===== config.mk =====
export PLATFORM = sky130hd
export DESIGN_NAME = tap_controller
export DESIGN_NICKNAME = d
export VERILOG_FILES = /design/src/rtl/jtag_pkg.sv /design/src/rtl/jtag_clock_gate.sv /design/src/rtl/tap_controller.sv
export SDC_FILE = /design/constraint.sdc
export NUM_CORES = 1
export LEC_CHECK = 0
export CORE_AREA = 2 2 39 41
export CTS_CLUSTER_DIAMETER = 200
export CTS_CLUSTER_SIZE = 40
export DETAILED_ROUTE_END_ITERATION = 12
export DIE_AREA = 0 0 41 43
export MAX_ROUTING_LAYER = met4
export PLACE_DENSITY = 0.64
export SLEW_MARGIN = 20
export SYNTH_ARGS = -nofsm -noshare
export SYNTH_HDL_FRONTEND = slang
export SYNTH_SLANG_ARGS = --single-unit

===== constraint.sdc =====
create_clock -name tck -period 1.4 [get_ports tck]
set_clock_uncertainty 0.1 [all_clocks]
set_input_delay 0.14 -clock tck [delete_from_list [all_inputs] [get_ports tck]]
set_output_delay 0.14 -clock tck [all_outputs]
set_load 0.03 [all_outputs]

===== src/rtl/jtag_pkg.sv =====
// IEEE 1149.1 TAP state encodings and the next-state function of the 16-state graph.
// Latency: n/a (types and a pure combinational function only).
// Backpressure: n/a.
package jtag_pkg;

    typedef enum logic [3:0] {
        EX2DR = 4'h0,
        EX1DR = 4'h1,
        SHDR  = 4'h2,
        PAUDR = 4'h3,
        SELIR = 4'h4,
        UPDDR = 4'h5,
        CAPDR = 4'h6,
        SELDR = 4'h7,
        EX2IR = 4'h8,
        EX1IR = 4'h9,
        SHIR  = 4'hA,
        PAUIR = 4'hB,
        RTI   = 4'hC,
        UPDIR = 4'hD,
        CAPIR = 4'hE,
        TLR   = 4'hF
    } tap_state_t;

    // Next TAP state for the current state and the tms value sampled on posedge tck.
    function automatic tap_state_t tap_next(input tap_state_t s, input logic tms);
        tap_state_t n;
        n = TLR;
        case (s)
            TLR:     n = tms ? TLR   : RTI;
            RTI:     n = tms ? SELDR : RTI;
            SELDR:   n = tms ? SELIR : CAPDR;
            CAPDR:   n = tms ? EX1DR : SHDR;
            SHDR:    n = tms ? EX1DR : SHDR;
            EX1DR:   n = tms ? UPDDR : PAUDR;
            PAUDR:   n = tms ? EX2DR : PAUDR;
            EX2DR:   n = tms ? UPDDR : SHDR;
            UPDDR:   n = tms ? SELDR : RTI;
            SELIR:   n = tms ? TLR   : CAPIR;
            CAPIR:   n = tms ? EX1IR : SHIR;
            SHIR:    n = tms ? EX1IR : SHIR;
            EX1IR:   n = tms ? UPDIR : PAUIR;
            PAUIR:   n = tms ? EX2IR : PAUIR;
            EX2IR:   n = tms ? UPDIR : SHIR;
            UPDIR:   n = tms ? SELDR : RTI;
            default: n = TLR;
        endcase
        return n;
    endfunction

endpackage


===== src/rtl/jtag_clock_gate.sv =====
// Latch-based clock gate: gclk_o = tck_i & enable latched during the low phase of tck_i.
// Latency: enable changes take effect from the next rising edge of tck_i.
// Backpressure: n/a. Ports: tck_i clock in, rst_i async active-high clear of the enable,
//   en_i gate enable, gclk_o gated clock out.
module jtag_clock_gate (
    input  logic tck_i,
    input  logic rst_i,
    input  logic en_i,
    output logic gclk_o
);

    logic en_q;

    // Transparent only while tck is low, so the enable cannot change during a high
    // phase and gclk_o never emits a truncated pulse. Reset kills the gate at once.
    always_latch begin
        if (rst_i) begin
            en_q <= 1'b0;
        end else if (!tck_i) begin
            en_q <= en_i;
        end
    end

    assign gclk_o = tck_i & en_q;

endmodule


===== src/rtl/tap_controller.sv =====
// IEEE 1149.1 TAP controller: state register on posedge tck, strobes decoded from state,
// tl_reset/update/tdo_en registered on negedge tck, gated IR/DR shift clocks.
// Latency: strobes follow the state combinationally; negedge group lags state by half a tck.
// Backpressure: none; the TAP advances on every tck edge.
// Ports: tck, reset (async active-high), tms in; tl_reset (active-low), captureIR, shiftIR,
//   updateIR, captureDR, shiftDR, updateDR, tck_ir, tck_dr, select, tdo_en out.
// Optional: define TAP_STATE_OUT_EN to expose the raw encoded state on tap_state (reset 4'hF).
module tap_controller
    import jtag_pkg::*;
(
    input  logic       tck,
    input  logic       reset,
    input  logic       tms,
    output logic       tl_reset,
    output logic       captureIR,
    output logic       shiftIR,
    output logic       updateIR,
    output logic       captureDR,
    output logic       shiftDR,
    output logic       updateDR,
    output logic       tck_ir,
    output logic       tck_dr,
    output logic       select,
    output logic       tdo_en
`ifdef TAP_STATE_OUT_EN
    ,
    output logic [3:0] tap_state
`endif
);

    tap_state_t state_q, state_d;
    logic       tl_reset_q, update_ir_q, update_dr_q, tdo_en_q;
    logic       ir_gate_en, dr_gate_en;

    always_ff @(posedge tck or posedge reset) begin
        if (reset) begin
            state_q <= TLR;
        end else begin
            state_q <= state_d;
        end
    end

    always_comb begin
        state_d   = tap_next(state_q, tms);
        captureIR = 1'b0;
        shiftIR   = 1'b0;
        captureDR = 1'b0;
        shiftDR   = 1'b0;
        select    = 1'b0;
        case (state_q)
            CAPIR:   captureIR = 1'b1;
            SHIR:    shiftIR   = 1'b1;
            CAPDR:   captureDR = 1'b1;
            SHDR:    shiftDR   = 1'b1;
            default: ;
        endcase
        case (state_q)
            SELIR, CAPIR, SHIR, EX1IR, PAUIR, EX2IR, UPDIR: select = 1'b1;
            default: select = 1'b0;
        endcase
    end

    // Negedge group: settles half a cycle after each state change, so downstream
    // registers clocked on posedge see stable update/reset levels.
    always_ff @(negedge tck or posedge reset) begin
        if (reset) begin
            tl_reset_q  <= 1'b0;
            update_ir_q <= 1'b0;
            update_dr_q <= 1'b0;
            tdo_en_q    <= 1'b0;
        end else begin
            tl_reset_q  <= (state_q != TLR);
            update_ir_q <= (state_q == UPDIR);
            update_dr_q <= (state_q == UPDDR);
            tdo_en_q    <= (state_q == SHIR) || (state_q == SHDR);
        end
    end

    assign tl_reset = tl_reset_q;
    assign updateIR = update_ir_q;
    assign updateDR = update_dr_q;
    assign tdo_en   = tdo_en_q;

    // The gate opens during the low phase of a capture/shift state, so the gated
    // clock rises exactly on the posedge that consumes that state.
    assign ir_gate_en = (state_q == CAPIR) || (state_q == SHIR);
    assign dr_gate_en = (state_q == CAPDR) || (state_q == SHDR);

    jtag_clock_gate u_gate_ir (
        .tck_i  (tck),
        .rst_i  (reset),
        .en_i   (ir_gate_en),
        .gclk_o (tck_ir)
    );

    jtag_clock_gate u_gate_dr (
        .tck_i  (tck),
        .rst_i  (reset),
        .en_i   (dr_gate_en),
        .gclk_o (tck_dr)
    );

`ifdef TAP_STATE_OUT_EN
    assign tap_state = state_q;
`endif

endmodule


==> impl_metrics.csv, run 1 <==
group,metric,value,unit
status,status,"finished, violations left",
status,violations,"hold timing, setup timing",
placed_design,portBuffers,13,
die,fp.dieW,41,um
timing,worst_pin_slew,0.208,ns
placed_design,place_ws,-0.976,ns
cells_and_area,nets,102,
cells_and_area,area_growth,93.1,%
logic_synthesis,synthCells,51,
die,start_util,0.355,
placed_design,dp_hpwl,809,um
grt,grt_pass1_vias,699,
logic_synthesis,synth_cell_type_count,26,
timing,rsz0062_at_grt,"yes",
critical_path,setup.worst_path.class,"latch to primary output",
critical_path,crit_chain,"dlxtp_1, and2_4, buf_6",
drt,dr.first_iter.drc_count,14,
grt,track_usage,0.241,
clock_network,clk_latency,0.47,ns
timing,tns,-7.67,ns
drt,vias_per_cell,5.08,
critical_path,worst_path_max_delay_cell,"dlxtp_1",
pwr,max-vdd-ir-drop,1690,uV
die,num_rows,14,
drt,ant_nets,0,
grt,gr-total-overflow,0,
pwr,total_power,2.75,mW
timing,timing.hold.ws,-0.00515,ns
cells_and_area,drive_gt1_frac,0.643,
critical_path,startpoint_type,"latch",
critical_path,path_max_fanout,1,
cells_and_area,seq_area,235,um^2
die,coreArea,1380,um^2
cells_and_area,antenna_cells,0,
logic_synthesis,syn_nets,54,
cells_and_area,multi_input_area,239,um^2
timing,timing.final.hold_violations,1,
grt,grt_pass1_wl,2790,um
cells_and_area,nFillCells,105,
critical_path,crit_arrival,2.04,ns
timing,relSlewSlack,0.861,
die,top_level_ports,14,
logic_synthesis,synth_area,492,um^2
drt,drt_first_pass_iters,4,
timing,setup_violations,18,
drt,totalWireLength,1580,um
drt,drc,0,
critical_path,crit_path_end_kind,"primary output",
flow_run,cap_viol_max_count,0,
hold_path,worstHoldPathType,"primary input to clock gate",
drt,routedWlPerCell,13.9,um
cells_and_area,final_util,0.686,
logic_synthesis,postSynthAreaPerCell,9.64,um^2
hold_path,min_path_cells,3,
clock_network,cts_tree,"built",
grt,antenna_found_initial,0,
critical_path,cpPeakStageDelay,0.36,ns
logic_synthesis,ys_seq_elements,10,
drt,vias,579,
critical_path,worstPathRequired,1.16,ns
placed_design,gp_congestion,0.748,
pwr,powerDensity,2900,nW/um^2
logic_synthesis,ys_warn_count,0,
timing,finalWorstSetupSlack,-0.884,ns
pwr,leakage,0.489,nW
die,die_y,43,um
timing,slew_viol_final,0,
clock_network,hold_buffers,0,
grt,grt_max_degree,9,
clock_network,path_clk_slew,0.04,ns
critical_path,rr_worst_depth,3,
die,die-area,1760,um^2
==> placed cells by master (no fill, tap or decap) <==
cell / n
buf_4: 14
o22ai_1: 1
o21ai_0: 1
nor2_2: 1
clkdlybuf4s50_1: 2
and2_4: 2
a211oi_1: 1
nand4_1: 1
nor3_4: 1
dlxtp_1: 2
nor2_1: 6
nor3b_2: 1
buf_8: 1
a31oi_1: 1
nand2_4: 2
a22o_4: 1
o21ai_1: 1
dfrtn_1: 4
nand2_1: 2
buf_6: 12
a221o_1: 1
or2b_1: 1
dfstp_2: 4
nor3_1: 2
a21oi_1: 2
a41oi_1: 1
nand2b_4: 2
clkbuf_4: 21
nand2_2: 1
inv_1: 6
==> per-stage QoR <==
step	hold WS [ns]	cell area (um^2)	std cells
detailed placement	0.161	667	87
global placement	0.134	667	87
floorplan	-0.552	510	51
CTS	0.00431	928	114
global route	0.111	950	114
finish	-0.00515	950	114
==> cells in the mapped netlist (all sizes together) <==
master	number	area share
a211oi	1	0.015
a21oi	2	0.020
a221o	1	0.020
a22o	1	0.020
a31oi	1	0.013
a41oi	1	0.018
and2	2	0.025
buf	2	0.053
clkbuf	2	0.043
dfrtn	4	0.20
dfstp	4	0.21
dlxtp	2	0.061
inv	5	0.038
nand2	5	0.053
nand2b	2	0.041
nand4	1	0.013
nor2	7	0.053
nor3	3	0.031
nor3b	1	0.015
o21ai	2	0.020
o22ai	1	0.013
or2b	1	0.015
==> final timing paths <==
kind	startpoint	to	slack (ns)
worst max-delay path	u_gate_dr.en_q$_DLATCH_P_	tck_dr	-0.88
worst min-delay path	reset	clock gate	-0.005
worst max register to register	state_q[2]$_DFF_PP1_	tl_reset$_DFF_NP0_	-0.45
worst min register to register	state_q[3]$_DFF_PP1_	u_gate_ir.en_q$_DLATCH_P_	0.54
max in group gated	reset	clock gate	0.47
max in group asynchronous	reset	tl_reset$_DFF_NP0_	0.50
min in group tck	reset	u_gate_dr.en_q$_DLATCH_P_	0.15
min in group asynchronous	reset	state_q[3]$_DFF_PP1_	0.32
==> flip-flops by register name (all words and copies together) (netlist names) <==
signal          flops
updateDR            1
tl_reset            1
tdo_en              1
updateIR            1
u_gate_ir.en_q      1
u_gate_dr.en_q      1
state_q             4
==> power by group <==
group / switching [mW] / internal (mW) / leakage, nW
registers: 0.0871 / 0.394 / 0.107
clock network: 0.314 / 0.652 / 0.125
logic: 0.629 / 0.673 / 0.257
total: 1.03 / 1.72 / 0.489
==> what timing repair did <==
item                                    in CTS  in global routing
setup buffers                                5                  0
endpoints found under the setup margin      18                 18
pin swaps                                    1                  1
gates resized for setup                     29                  6
==> final cells by class <==
type | count | area share
Clock buffer | 23 | 0.190
Clock inverter | 1 | 0.00395
Timing Repair Buffer | 27 | 0.266
Sequential cell | 10 | 0.248
Inverter | 5 | 0.0198
Multi-Input combinational cell | 32 | 0.252
Tap cell | 16 | 0.0211
==> cell families after synthesis <==
| family | synth area share |
|---|---|
| flops | 0.417 |
| buf+inv | 0.135 |
| latches | 0.0611 |
| compound gates | 0.140 |
| simple gates | 0.247 |
==> layer usage <==
metal / part of all wire / track usage / up-vias
li1: - / - / 263
met1: 0.36 / 0.243 / 266
met2: 0.51 / 0.247 / 38
met3: 0.081 / 0.173 / 12
met4: 0.055 / 0.313 / 0
met5: 0 / - / -
==> critical path, delay by kind of cell (launching register included) <==
| family | cells | cell delay, ns |
|---|---|---|
| latches | 2 | 0.36 |
| AND/OR/NAND/NOR | 1 | 0.14 |
| buffers and inverters | 1 | 0.12 |
Note: power is estimated with default switching activity, not from simulation.
==> inputs of run 2 (changes only) <==
==> constraint.sdc (replaced) <==
create_clock -name tck -period 1.4 [get_ports tck]
set_clock_uncertainty 0.1 [all_clocks]
set_input_delay 0.28 -clock tck [delete_from_list [all_inputs] [get_ports tck]]
set_output_delay 0.28 -clock tck [all_outputs]
set_load 0.03 [all_outputs]
==> impl_metrics.csv, run 2 (synthesis results as in run 1) <==
group,metric,value,unit
die,num_rows,14,
critical_path,crit_path_end_kind,"primary output",
cells_and_area,multi_input_area,231,um^2
critical_path,crit_arrival,2.19,ns
cells_and_area,mostFrequentLayoutCells,"clkbuf_4 (21), buf_4 (19), buf_6 (16), inv_1 (6), nor2_1 (6)",
drt,routedWlPerCell,14.4,um
die,start_util,0.355,
drt,ant_nets,0,
timing,timing.final.hold_violations,0,
clock_network,cts_tree,"built",
grt,grt_max_degree,7,
cells_and_area,area_growth,105,%
cells_and_area,nets,110,
pwr,max-vdd-ir-drop,1790,uV
cells_and_area,seq_area,235,um^2
drt,totalWireLength,1750,um
grt,track_usage,0.269,
cells_and_area,antenna_cells,0,
cells_and_area,largest_reg_flops,4,
grt,gr-total-overflow,0,
cells_and_area,top_register,"state_q",
die,top_level_ports,14,
placed_design,dp_hpwl,875,um
pwr,total_power,2.92,mW
clock_network,clk_latency,0.51,ns
drt,vias,624,
timing,finalWorstSetupSlack,-1.17,ns
pwr,leakage,0.524,nW
critical_path,path_max_fanout,1,
hold_path,min-delay-start,"reset",
flow_run,cap_viol_max_count,0,
drt,vias_per_cell,5.11,
drt,drc,0,
cells_and_area,layout_commonest_cell,"clkbuf_4",
critical_path,rr_worst_depth,3,
grt,antenna_found_initial,0,
timing,timing.hold.ws,0.0292,ns
grt,grt_pass1_vias,728,
status,status,"finished, violations left",
critical_path,worstPathRequired,1.02,ns
timing,rsz0062_at_grt,"yes",
grt,grt_pass1_wl,2880,um
die,fp.dieW,41,um
timing,worst_pin_slew,0.195,ns
cells_and_area,drive_gt1_frac,0.670,
critical_path,cp-startpoint,"u_gate_ir.en_q$_DLATCH_P_",
die,coreArea,1380,um^2
die,die_y,43,um
die,die-area,1760,um^2
hold_path,min_path_cells,3,
critical_path,startpoint_type,"latch",
clock_network,path_clk_slew,0.03,ns
drt,drt_first_pass_iters,4,
placed_design,gp_congestion,0.764,
placed_design,portBuffers,13,
timing,slew_viol_final,0,
critical_path,timing.rr.start,"state_q[2]$_DFF_PP1_",
hold_path,worstHoldPathType,"primary input to clock gate",
timing,relSlewSlack,0.870,
status,violations,"setup timing",
critical_path,setup.worst_path.class,"latch to primary output",
pwr,powerDensity,2890,nW/um^2
cells_and_area,nFillCells,100,
timing,setup_violations,18,
drt,dr.first_iter.drc_count,39,
==> run 2: metrics by stage <==
stage	util	setup TNS, ns	area, um^2	worst slack (ns)	std cells
floorplan	-	-4.21	515	-0.429	51
global placement	0.518	-5.37	717	-1.17	93
detailed placement	0.518	-5.56	717	-1.18	93
CTS	0.696	-9.88	963	-1.16	118
global route	0.730	-11.17	1010	-1.26	122
finish	0.730	-10.15	1010	-1.17	122
==> run 2: power breakdown <==
group          switching [mW]  total [mW]  internal [mW]
sequential             0.0975       0.492          0.395
combinational           0.656        1.45          0.795
clock                   0.323       0.975          0.652
total                    1.08        2.92           1.84
==> run 2: path summary, 6_finish.rpt <==
path	slack, ns	end
worst max-delay path	-1.17	tck_ir
worst min-delay path	0.03	clock gate
worst max register to register	-0.47	tl_reset$_DFF_NP0_
worst min register to register	0.57	state_q[3]$_DFF_PP1_
max in group gated	0.45	clock gate
max in group asynchronous	0.49	tl_reset$_DFF_NP0_
min in group tck	0.32	u_gate_dr.en_q$_DLATCH_P_
min in group asynchronous	0.33	state_q[3]$_DFF_PP1_
==> run 2: critical path: stages, from the launching register on <==
cell     delay (ns)
dlxtp_1           0
dlxtp_1        0.36
and2_4         0.14
buf_6          0.12
==> run 2: routing by layer <==
layer | GRT usage | vias up | wire length [um]
met2 | 0.309 | 37 | 874
li1 | - | 281 | -
met4 | 0.347 | 0 | 63
met1 | 0.263 | 296 | 702
met3 | 0.152 | 10 | 115
met5 | - | - | 0
==> run 2: what timing repair did <==
action	4_1_cts	5_1_grt
resized for setup	30	4
buffers inserted	4	6
pin swaps	2	3
setup endpoints to repair	20	18
hold buffers	0	0
==> run 2: final cells by class <==
cell class,count,area share
Clock buffer,23,0.178
Multi-Input combinational cell,32,0.229
Sequential cell,10,0.233
Tap cell,16,0.0198
Clock inverter,1,0.00372
Inverter,5,0.0186
Timing Repair Buffer,35,0.317
